## config.mk

```make
export PLATFORM = sky130hd
export DESIGN_NAME = pipe_stage_reg
export DESIGN_NICKNAME = d
export VERILOG_FILES = /design/src/rtl/pipe_pkg.sv /design/src/rtl/pipe_stage_reg_sat_counter.sv /design/src/rtl/pipe_stage_reg.sv
export SDC_FILE = /design/constraint.sdc
export NUM_CORES = 1
export LEC_CHECK = 0
export ABC_AREA = 1
export BUFFER_PORTS_ARGS = -buffer_cell sky130_fd_sc_hd__buf_2
export CAP_MARGIN = 20
export CORE_ASPECT_RATIO = 1.1
export CORE_UTILIZATION = 45
export CTS_BUF_LIST = sky130_fd_sc_hd__clkbuf_2
export DETAILED_ROUTE_END_ITERATION = 6
export MAX_ROUTING_LAYER = met4
export PLACE_DENSITY = 0.69
export SLEW_MARGIN = 0
export SYNTH_ARGS = -nofsm -noshare
export SYNTH_HDL_FRONTEND = slang
export SYNTH_SLANG_ARGS = --single-unit
```

## constraint.sdc

```tcl
create_clock -name clk -period 2.5 [get_ports clk]
set_input_delay 0.25 -clock clk [delete_from_list [all_inputs] [get_ports clk]]
set_output_delay 0.25 -clock clk [all_outputs]
set_load 0.1 [all_outputs]
```

## src/rtl/pipe_pkg.sv

```systemverilog
// Shared definitions for the pipeline inter-stage register: occupancy
// states, the NOP instruction word and the PC value presented by an
// empty slot.
package pipe_pkg;

  typedef enum logic [1:0] {
    EMPTY = 2'd0,
    ONE   = 2'd1,
    FULL  = 2'd2
  } pipe_state_t;

  localparam int unsigned INSTR_W   = 16;
  localparam logic [15:0] NOP_INSTR = 16'h0800;
  localparam logic [15:0] PC_RESET  = 16'h0000;

  // Number of held entries for a given occupancy state.
  function automatic logic [1:0] occ_of(input pipe_state_t st);
    logic [1:0] occ;
    case (st)
      EMPTY:   occ = 2'd0;
      ONE:     occ = 2'd1;
      FULL:    occ = 2'd2;
      default: occ = 2'd0;
    endcase
    return occ;
  endfunction

endpackage

```

## src/rtl/pipe_stage_reg_sat_counter.sv

```systemverilog
// Saturating up-counter used for the stage stall/bubble statistics.
// Clears only on the synchronous active-low reset and sticks at all-ones.
module sat_counter #(
  parameter int unsigned W = 16
) (
  input  logic         clk,
  input  logic         rst,
  input  logic         inc,
  output logic [W-1:0] count
);

  // Count qualifying cycles, holding at the maximum value once reached.
  always_ff @(posedge clk) begin
    if (!rst) begin
      count <= {W{1'b0}};
    end else if (inc && (count != {W{1'b1}})) begin
      count <= count + W'(1'b1);
    end else begin
      count <= count;
    end
  end

endmodule

```

## src/rtl/pipe_stage_reg.sv

```systemverilog
// Inter-stage pipeline register built as a two-entry skid buffer.
// in_ready and every out_* field come straight from flops, so neither side
// of the handshake sees a combinational path through this stage.
// Optional statistics counters are enabled by defining PIPE_STAGE_PERF_EN.
module pipe_stage_reg #(
  parameter int unsigned DATA_W    = 16,
  parameter int unsigned PC_W      = 16,
  parameter logic [15:0] NOP_INSTR = pipe_pkg::NOP_INSTR,
  parameter int unsigned CNT_W     = 16
) (
  input  logic              clk,
  input  logic              rst,
  input  logic              flush,
  input  logic              in_valid,
  output logic              in_ready,
  input  logic [15:0]       in_instr,
  input  logic [PC_W-1:0]   in_pc,
  input  logic [DATA_W-1:0] in_data,
  output logic              out_valid,
  input  logic              out_ready,
  output logic [15:0]       out_instr,
  output logic [PC_W-1:0]   out_pc,
  output logic [DATA_W-1:0] out_data,
`ifdef PIPE_STAGE_PERF_EN
  output logic [CNT_W-1:0]  stall_cnt,
  output logic [CNT_W-1:0]  bubble_cnt,
`endif
  output logic [1:0]        occupancy
);

  import pipe_pkg::*;

  localparam logic [PC_W-1:0]   PC_EMPTY   = PC_W'(PC_RESET);
  localparam logic [DATA_W-1:0] DATA_EMPTY = {DATA_W{1'b0}};

  pipe_state_t       state_r, state_nxt_s;
  logic [15:0]       skid_instr_r, skid_instr_nxt_s;
  logic [PC_W-1:0]   skid_pc_r, skid_pc_nxt_s;
  logic [DATA_W-1:0] skid_data_r, skid_data_nxt_s;
  logic [15:0]       main_instr_nxt_s;
  logic [PC_W-1:0]   main_pc_nxt_s;
  logic [DATA_W-1:0] main_data_nxt_s;
  logic              in_ready_nxt_s, out_valid_nxt_s;
  logic [1:0]        occupancy_nxt_s;
  logic              accept_s, deliver_s;

  assign accept_s  = in_valid & in_ready;
  assign deliver_s = out_valid & out_ready;

  // Occupancy state register.
  always_ff @(posedge clk) begin
    if (!rst) begin
      state_r <= EMPTY;
    end else begin
      state_r <= state_nxt_s;
    end
  end

  // Next occupancy state; flush wins over accept and deliver.
  always_comb begin
    state_nxt_s = state_r;
    if (flush) begin
      state_nxt_s = EMPTY;
    end else begin
      case (state_r)
        EMPTY: begin
          if (accept_s) state_nxt_s = ONE;
          else          state_nxt_s = EMPTY;
        end
        ONE: begin
          if (accept_s && !deliver_s)      state_nxt_s = FULL;
          else if (deliver_s && !accept_s) state_nxt_s = EMPTY;
          else                             state_nxt_s = ONE;
        end
        FULL: begin
          if (deliver_s) state_nxt_s = ONE;
          else           state_nxt_s = FULL;
        end
        default: state_nxt_s = EMPTY;
      endcase
    end
  end

  // Next contents of main and skid slots; an empty main slot holds the NOP view.
  always_comb begin
    main_instr_nxt_s = out_instr;
    main_pc_nxt_s    = out_pc;
    main_data_nxt_s  = out_data;
    skid_instr_nxt_s = skid_instr_r;
    skid_pc_nxt_s    = skid_pc_r;
    skid_data_nxt_s  = skid_data_r;
    if (flush) begin
      main_instr_nxt_s = NOP_INSTR;
      main_pc_nxt_s    = PC_EMPTY;
      main_data_nxt_s  = DATA_EMPTY;
    end else begin
      case (state_r)
        EMPTY: begin
          if (accept_s) begin
            main_instr_nxt_s = in_instr;
            main_pc_nxt_s    = in_pc;
            main_data_nxt_s  = in_data;
          end else begin
            main_instr_nxt_s = NOP_INSTR;
          end
        end
        ONE: begin
          if (accept_s && deliver_s) begin
            main_instr_nxt_s = in_instr;
            main_pc_nxt_s    = in_pc;
            main_data_nxt_s  = in_data;
          end else if (accept_s) begin
            skid_instr_nxt_s = in_instr;
            skid_pc_nxt_s    = in_pc;
            skid_data_nxt_s  = in_data;
          end else if (deliver_s) begin
            main_instr_nxt_s = NOP_INSTR;
            main_pc_nxt_s    = PC_EMPTY;
            main_data_nxt_s  = DATA_EMPTY;
          end else begin
            main_instr_nxt_s = out_instr;
          end
        end
        FULL: begin
          if (deliver_s) begin
            main_instr_nxt_s = skid_instr_r;
            main_pc_nxt_s    = skid_pc_r;
            main_data_nxt_s  = skid_data_r;
          end else begin
            main_instr_nxt_s = out_instr;
          end
        end
        default: begin
          main_instr_nxt_s = NOP_INSTR;
          main_pc_nxt_s    = PC_EMPTY;
          main_data_nxt_s  = DATA_EMPTY;
        end
      endcase
    end
  end

  // Handshake and occupancy outputs decoded from the next state.
  always_comb begin
    in_ready_nxt_s  = (state_nxt_s != FULL);
    out_valid_nxt_s = (state_nxt_s != EMPTY);
    occupancy_nxt_s = occ_of(state_nxt_s);
  end

  // Output and slot registers.
  always_ff @(posedge clk) begin
    if (!rst) begin
      in_ready     <= 1'b1;
      out_valid    <= 1'b0;
      occupancy    <= 2'd0;
      out_instr    <= NOP_INSTR;
      out_pc       <= PC_EMPTY;
      out_data     <= DATA_EMPTY;
      skid_instr_r <= NOP_INSTR;
      skid_pc_r    <= PC_EMPTY;
      skid_data_r  <= DATA_EMPTY;
    end else begin
      in_ready     <= in_ready_nxt_s;
      out_valid    <= out_valid_nxt_s;
      occupancy    <= occupancy_nxt_s;
      out_instr    <= main_instr_nxt_s;
      out_pc       <= main_pc_nxt_s;
      out_data     <= main_data_nxt_s;
      skid_instr_r <= skid_instr_nxt_s;
      skid_pc_r    <= skid_pc_nxt_s;
      skid_data_r  <= skid_data_nxt_s;
    end
  end

`ifdef PIPE_STAGE_PERF_EN
  sat_counter #(.W(CNT_W)) u_stall_cnt (
    .clk   (clk),
    .rst   (rst),
    .inc   (out_valid & ~out_ready),
    .count (stall_cnt)
  );

  sat_counter #(.W(CNT_W)) u_bubble_cnt (
    .clk   (clk),
    .rst   (rst),
    .inc   (~out_valid & out_ready),
    .count (bubble_cnt)
  );
`endif

endmodule

```

# Yosys cells after proc, flatten, opt, wreduce, memory -nomap -nowiden
# Cells that the tools add are included.
[word_totals]
register_bits = 102
input_bits = 53
out_inout_bits = 52
elab_cells = 58
[op_classes]
n_eq_ne = 9
n_mux = 23
n_bitwise = 5
n_reduce_logical = 11
[ops]
columns = ["operator", "n"]
rows = [
  ["2-to-1 mux 16 bit", 13],
  ["case mux 16 bit (3 select lines)", 3],
  ["AND reduction 4 bit", 2],
  ["2-to-1 mux 2 bit", 3],
  ["inequality test 2 bit, second input constant", 3],
  ["inequality test 3 bit, second input constant", 2],
  ["case mux 2 bit (3 select lines)", 1],
  ["equality test 2 x 1 -> 1 bit, second input constant", 2],
  ["equality test 2 bit, second input constant", 2],
  ["case mux 2 bit (2 select lines)", 1],
  ["logical AND 1 bit", 3],
  ["inverter 1 bit", 3],
  ["AND reduction 3 bit", 1],
  ["bitwise AND 1 bit", 2],
  ["logical NOT 1 bit", 2],
  ["logical NOT 2 bit", 1],
  ["2-to-1 mux 1 bit", 2],
  ["nonzero test 2 bit", 1],
  ["OR reduction 2 bit", 1],
]

# Logic depth before layout (Yosys ltp)
[logic_depth]
depth_word = 9
ltp_mapped = 9
mapped_depth_nobuf = 8

# Worst setup path before layout
# OpenSTA, ideal clock, no wires.
[synth_timing]
path_kind = "register to register"
start = "reg in_ready"
end = "reg skid_instr_r[0]"
setup_ns = 0.132
arrival_ns = 2.030
required_time_ns = 2.368
path_slack_ns = 0.338
stages_incl_launch_ff = 8
n_path_buf = 2
period_less_slack_ns = 2.162
cell_sequence = "dfxtp_1 -> nand2_1 -> nor3_4 -> nand2_1 -> buf_2 -> buf_2 -> nand2_1 -> a21oi_1"
[synth_between]
elab_chain_len = 4
[synth_rtl]
columns = ["item", "line", "text"]
rows = [
  ["from (decl)", "pipe_stage_reg.sv:15", "output logic in_ready,"],
  ["from (signal assigned)", "pipe_stage_reg.sv:162", "in_ready <= in_ready_nxt_s;"],
  ["bitwise AND 1 bit *", "pipe_stage_reg.sv:47", "assign accept_s = in_valid & in_ready;"],
  ["logical AND 1 bit", "pipe_stage_reg.sv:108", "if (accept_s && deliver_s) begin"],
  ["inverter 1 bit (no line)", "-", ""],
  ["AND reduction 4 bit (no line) *", "-", ""],
  ["to (signal assigned)", "pipe_stage_reg.sv:168", "skid_instr_r <= skid_instr_nxt_s;"],
  ["to (decl)", "pipe_stage_reg.sv:37", "logic [15:0] skid_instr_r, skid_instr_nxt_s;"],
]
# Every way passes the cells marked *; elsewhere a longest branch is shown, timed or not.
# A chain may end at the register's enable or synchronous reset.

# Worst setup path after layout
[layout_timing]
start = "reg state_r[0]"
end = "reg skid_instr_r[11]"
[layout_between]
elab_chain_len = 2
[layout_rtl]
columns = ["item", "line", "text"]
rows = [
  ["from (decl)", "pipe_stage_reg.sv:36", "pipe_state_t state_r, state_nxt_s;"],
  ["from (signal assigned)", "pipe_stage_reg.sv:55", "state_r <= state_nxt_s;"],
  ["equality test 2 x 1 -> 1 bit", "pipe_stage_reg.sv:97", "case (state_r)"],
  ["AND reduction 4 bit (no line)", "-", ""],
]
# Every way passes these cells.

==> results.toml <==
[synth]
syn_area_sq_mm = 0.00451
syn_nets = 705
synth-main-ff-cell = "dfxtp_1"
ys_top_cells_by_area = "dfxtp_1 45%, nand2_1 20%, nand3_1 15%, a21oi_1 11%, buf_2 2.2%"
ys_ff_latch = 102
ys_warn_count = 0
synth_most_common_cell = "nand2_1"
yosys.area_share.xor_xnor_pct = 0
syn_avg_cell_area_sq_um = 6.92
yosysTopAreaCell = "dfxtp_1"
synthArstFlopShare_pct = 0
synth-compound-area-share_pct = 11.1
synth.distinct_cells = 20
ys_top_cells_by_count = "243 x nand2_1, 131 x nand3_1, 102 x dfxtp_1, 95 x a21oi_1, 20 x buf_2"
synth_edf_count = 0
ys_seq_area_share_pct = 45.3
muxShareOfSynthArea_pct = 0
yosys.area_share.adder_pct = 0
synth_top_family_by_area = "simple AND/OR/NAND/NOR gates"
synthSimpleGateAreaFrac_pct = 37.3
synth_top_area_share_pct = 45.3
syn_inst = 652

[min_path]
holdPathStages = 5
holdPathEnd = "out_instr[11]"
hold_path_startpoint = "in_instr[11]"
hold_path_class = "in -> reg"

[die]
die_y_um = 107
dieArea_sq_mm = 0.0104
start_util_pct = 47.3
io_pins = 105
fp.coreArea_sq_mm = 0.00954
dieWidth_um = 97.5
rows = 37

[detailed_routing]
drt.antenna.violating_nets = 0
drc = 0
drt_iter0_drc = 397
vias = 4839
wl_per_cell_um = 14.3
viasPerCell = 5.38
drt_wl_total_mm = 12.8
firstDrtPassIters = 5

[critical_path]
crit_family = "buffers and inverters"
path_max_fanout = 33
path_buf_inv = 3
path_cells = "inv_2 -> nor3_4 -> nand2_2 -> buf_4 -> nand2_1 -> nand3_1 -> dlygate4sd3_1"
required_ns = 3.00
cp-end-kind = "register"
crit_type = "reg -> reg"
r2r_slack_ns = 0.20
cp_slowest_cell = "dfxtp_1"
r2r-end = "skid_instr_r[11]"
cp.arrival_ns = 2.80
startpoint_type = "register"
r2r_cells = 7
r2r-start = "state_r[0]"
slowest_delay_ns = 0.58

[grt]
grt_pass1_wl_mm = 21.0
antenna_found_initial = 0
grt_usage_pct = 25.6
grt.overflow.total = 0
grt_max_degree = 53
grt_pass1_vias = 4299

[cts]
root_buffer = "clkbuf_2"
cts.clk_slew.worst_paths_ns = 0.26
clock_path_buffers = 2
cts_tree = "built"
numClockSinks = 102
htreeDepth = 3
cts_buffers = 9
clock_latency_ns = 0.58

[place]
io_buffers = 104
place_hpwl_mm = 7.94
place_congestion = 0.797
dp_slack_ns = 0.503

[sta]
hold_viol = 0
setup_viol = 0
setup_slack_ns = 0.199
max_slew.worst_pin.slew_ns = 0.709
period_needed_ns = 2.30
fmax_mhz = 435
hold_ws_ns = 0.0989
clock_skew_ns = 0.0230
finalSetupTns_ns = 0
rsz0062_at_grt = "no"
period_share_pct = 92.0
drv_slew = 0
slew_headroom_pct = 52.8

[finish]
num_antenna_cells = 0
syn2layout_area_growth_pct = 24.5
drive_gt1_share_pct = 18.3
finalNetCount = 830

[pwr]
fin_total_pwr_mw = 3.06
ir_drop_v = 0.000297
p_leak_nw = 2.36
p_per_area_mw_per_mm2 = 546

[flow_run]
drv_cap = 0

[status]
status = "finished, final reports clean"
repair_timing:
action | 4_1_cts | 5_1_grt
hold endpoints to repair | 67 | 0
gates resized for setup | 0 | 0
setup buffers | 0 | 0
hold buffers | 50 | 0
flip-flops by register name, summed over array words and instances, names as in the netlist:
register,count
in_ready,1
out_pc,16
state_r,2
skid_pc_r,16
out_valid,1
skid_instr_r,16
occupancy,2
out_instr,16
out_data,16
skid_data_r,16
tightest hold or removal path, cell delays in order:
cell     delay, ns
buf_2         0.09
nand2_1       0.05
nand3_1       0.06
o21ai_0       0.11
nand3_1       0.10
metrics by stage:
stage          area (sq um)  utilization, %  cells
5_1_grt                5620            58.9    899
3_5_place_dp           5030            52.8    833
2_1_floorplan          4510               -    652
6_report               5620            58.9    899
3_3_place_gp           5030            52.8    833
4_1_cts                5620            58.9    899
how the worst max path moves through the flow:
stage / from / endpoint / slack (ns) / cells past startpoint
after floorplan: in_ready / skid_instr_r[0] / 0.34 / 7
after global routing: state_r[0] / skid_instr_r[11] / 0.04 / 7
after CTS: state_r[0] / skid_instr_r[11] / 0.23 / 7
after global placement: state_r[1] / out_data[9] / 0.59 / 7
after detailed placement: state_r[1] / out_pc[6] / 0.50 / 7
final: state_r[0] / skid_instr_r[11] / 0.20 / 7
cell type report:
| cell class | count | area, sq um |
|---|---|---|
| fill | 943 | 3920 |
| multi-input combinational | 491 | 2200 |
| sequential | 102 | 2040 |
| timing repair buffer | 165 | 1120 |
| tap | 117 | 146 |
| clock buffer | 12 | 60.1 |
| inverter | 8 | 30.0 |
| clock inverter | 4 | 23.8 |
power by group:
part | switching [mW] | internal [mW] | total [mW]
Combinational | 0.494 | 0.186 | 0.680
Sequential | 0.0233 | 1.67 | 1.70
Clock | 0.548 | 0.139 | 0.687
placed cells by master, fill, tap and decap left out:
cell type / n
clkinv_1: 2
nand3_1: 131
o21ai_2: 1
buf_4: 10
buf_2: 104
nor2_2: 3
clkinvlp_4: 1
nor2_4: 3
inv_2: 3
a21oi_1: 95
dfxtp_1: 102
nand2_4: 1
nor2_1: 5
dlygate4sd3_1: 50
inv_1: 5
o21ai_0: 3
nand2_2: 2
buf_12: 1
clkinv_4: 1
clkbuf_2: 12
nor3_4: 1
nand3b_1: 1
nor3_1: 3
nand2_1: 242
metal layers:
| layer | track usage, % | part of all wire [%] |
|---|---|---|
| met4 | 12.0 | 2.3 |
| met3 | 2.67 | 5.3 |
| met2 | 38.9 | 47 |
| met5 | - | 0 |
| met1 | 34.5 | 46 |
cells by family after synthesis:
logic type	Yosys count
flops	102
compound gates	99
buf+inv	59
simple gates	392
(Power assumes the default switching activity.)
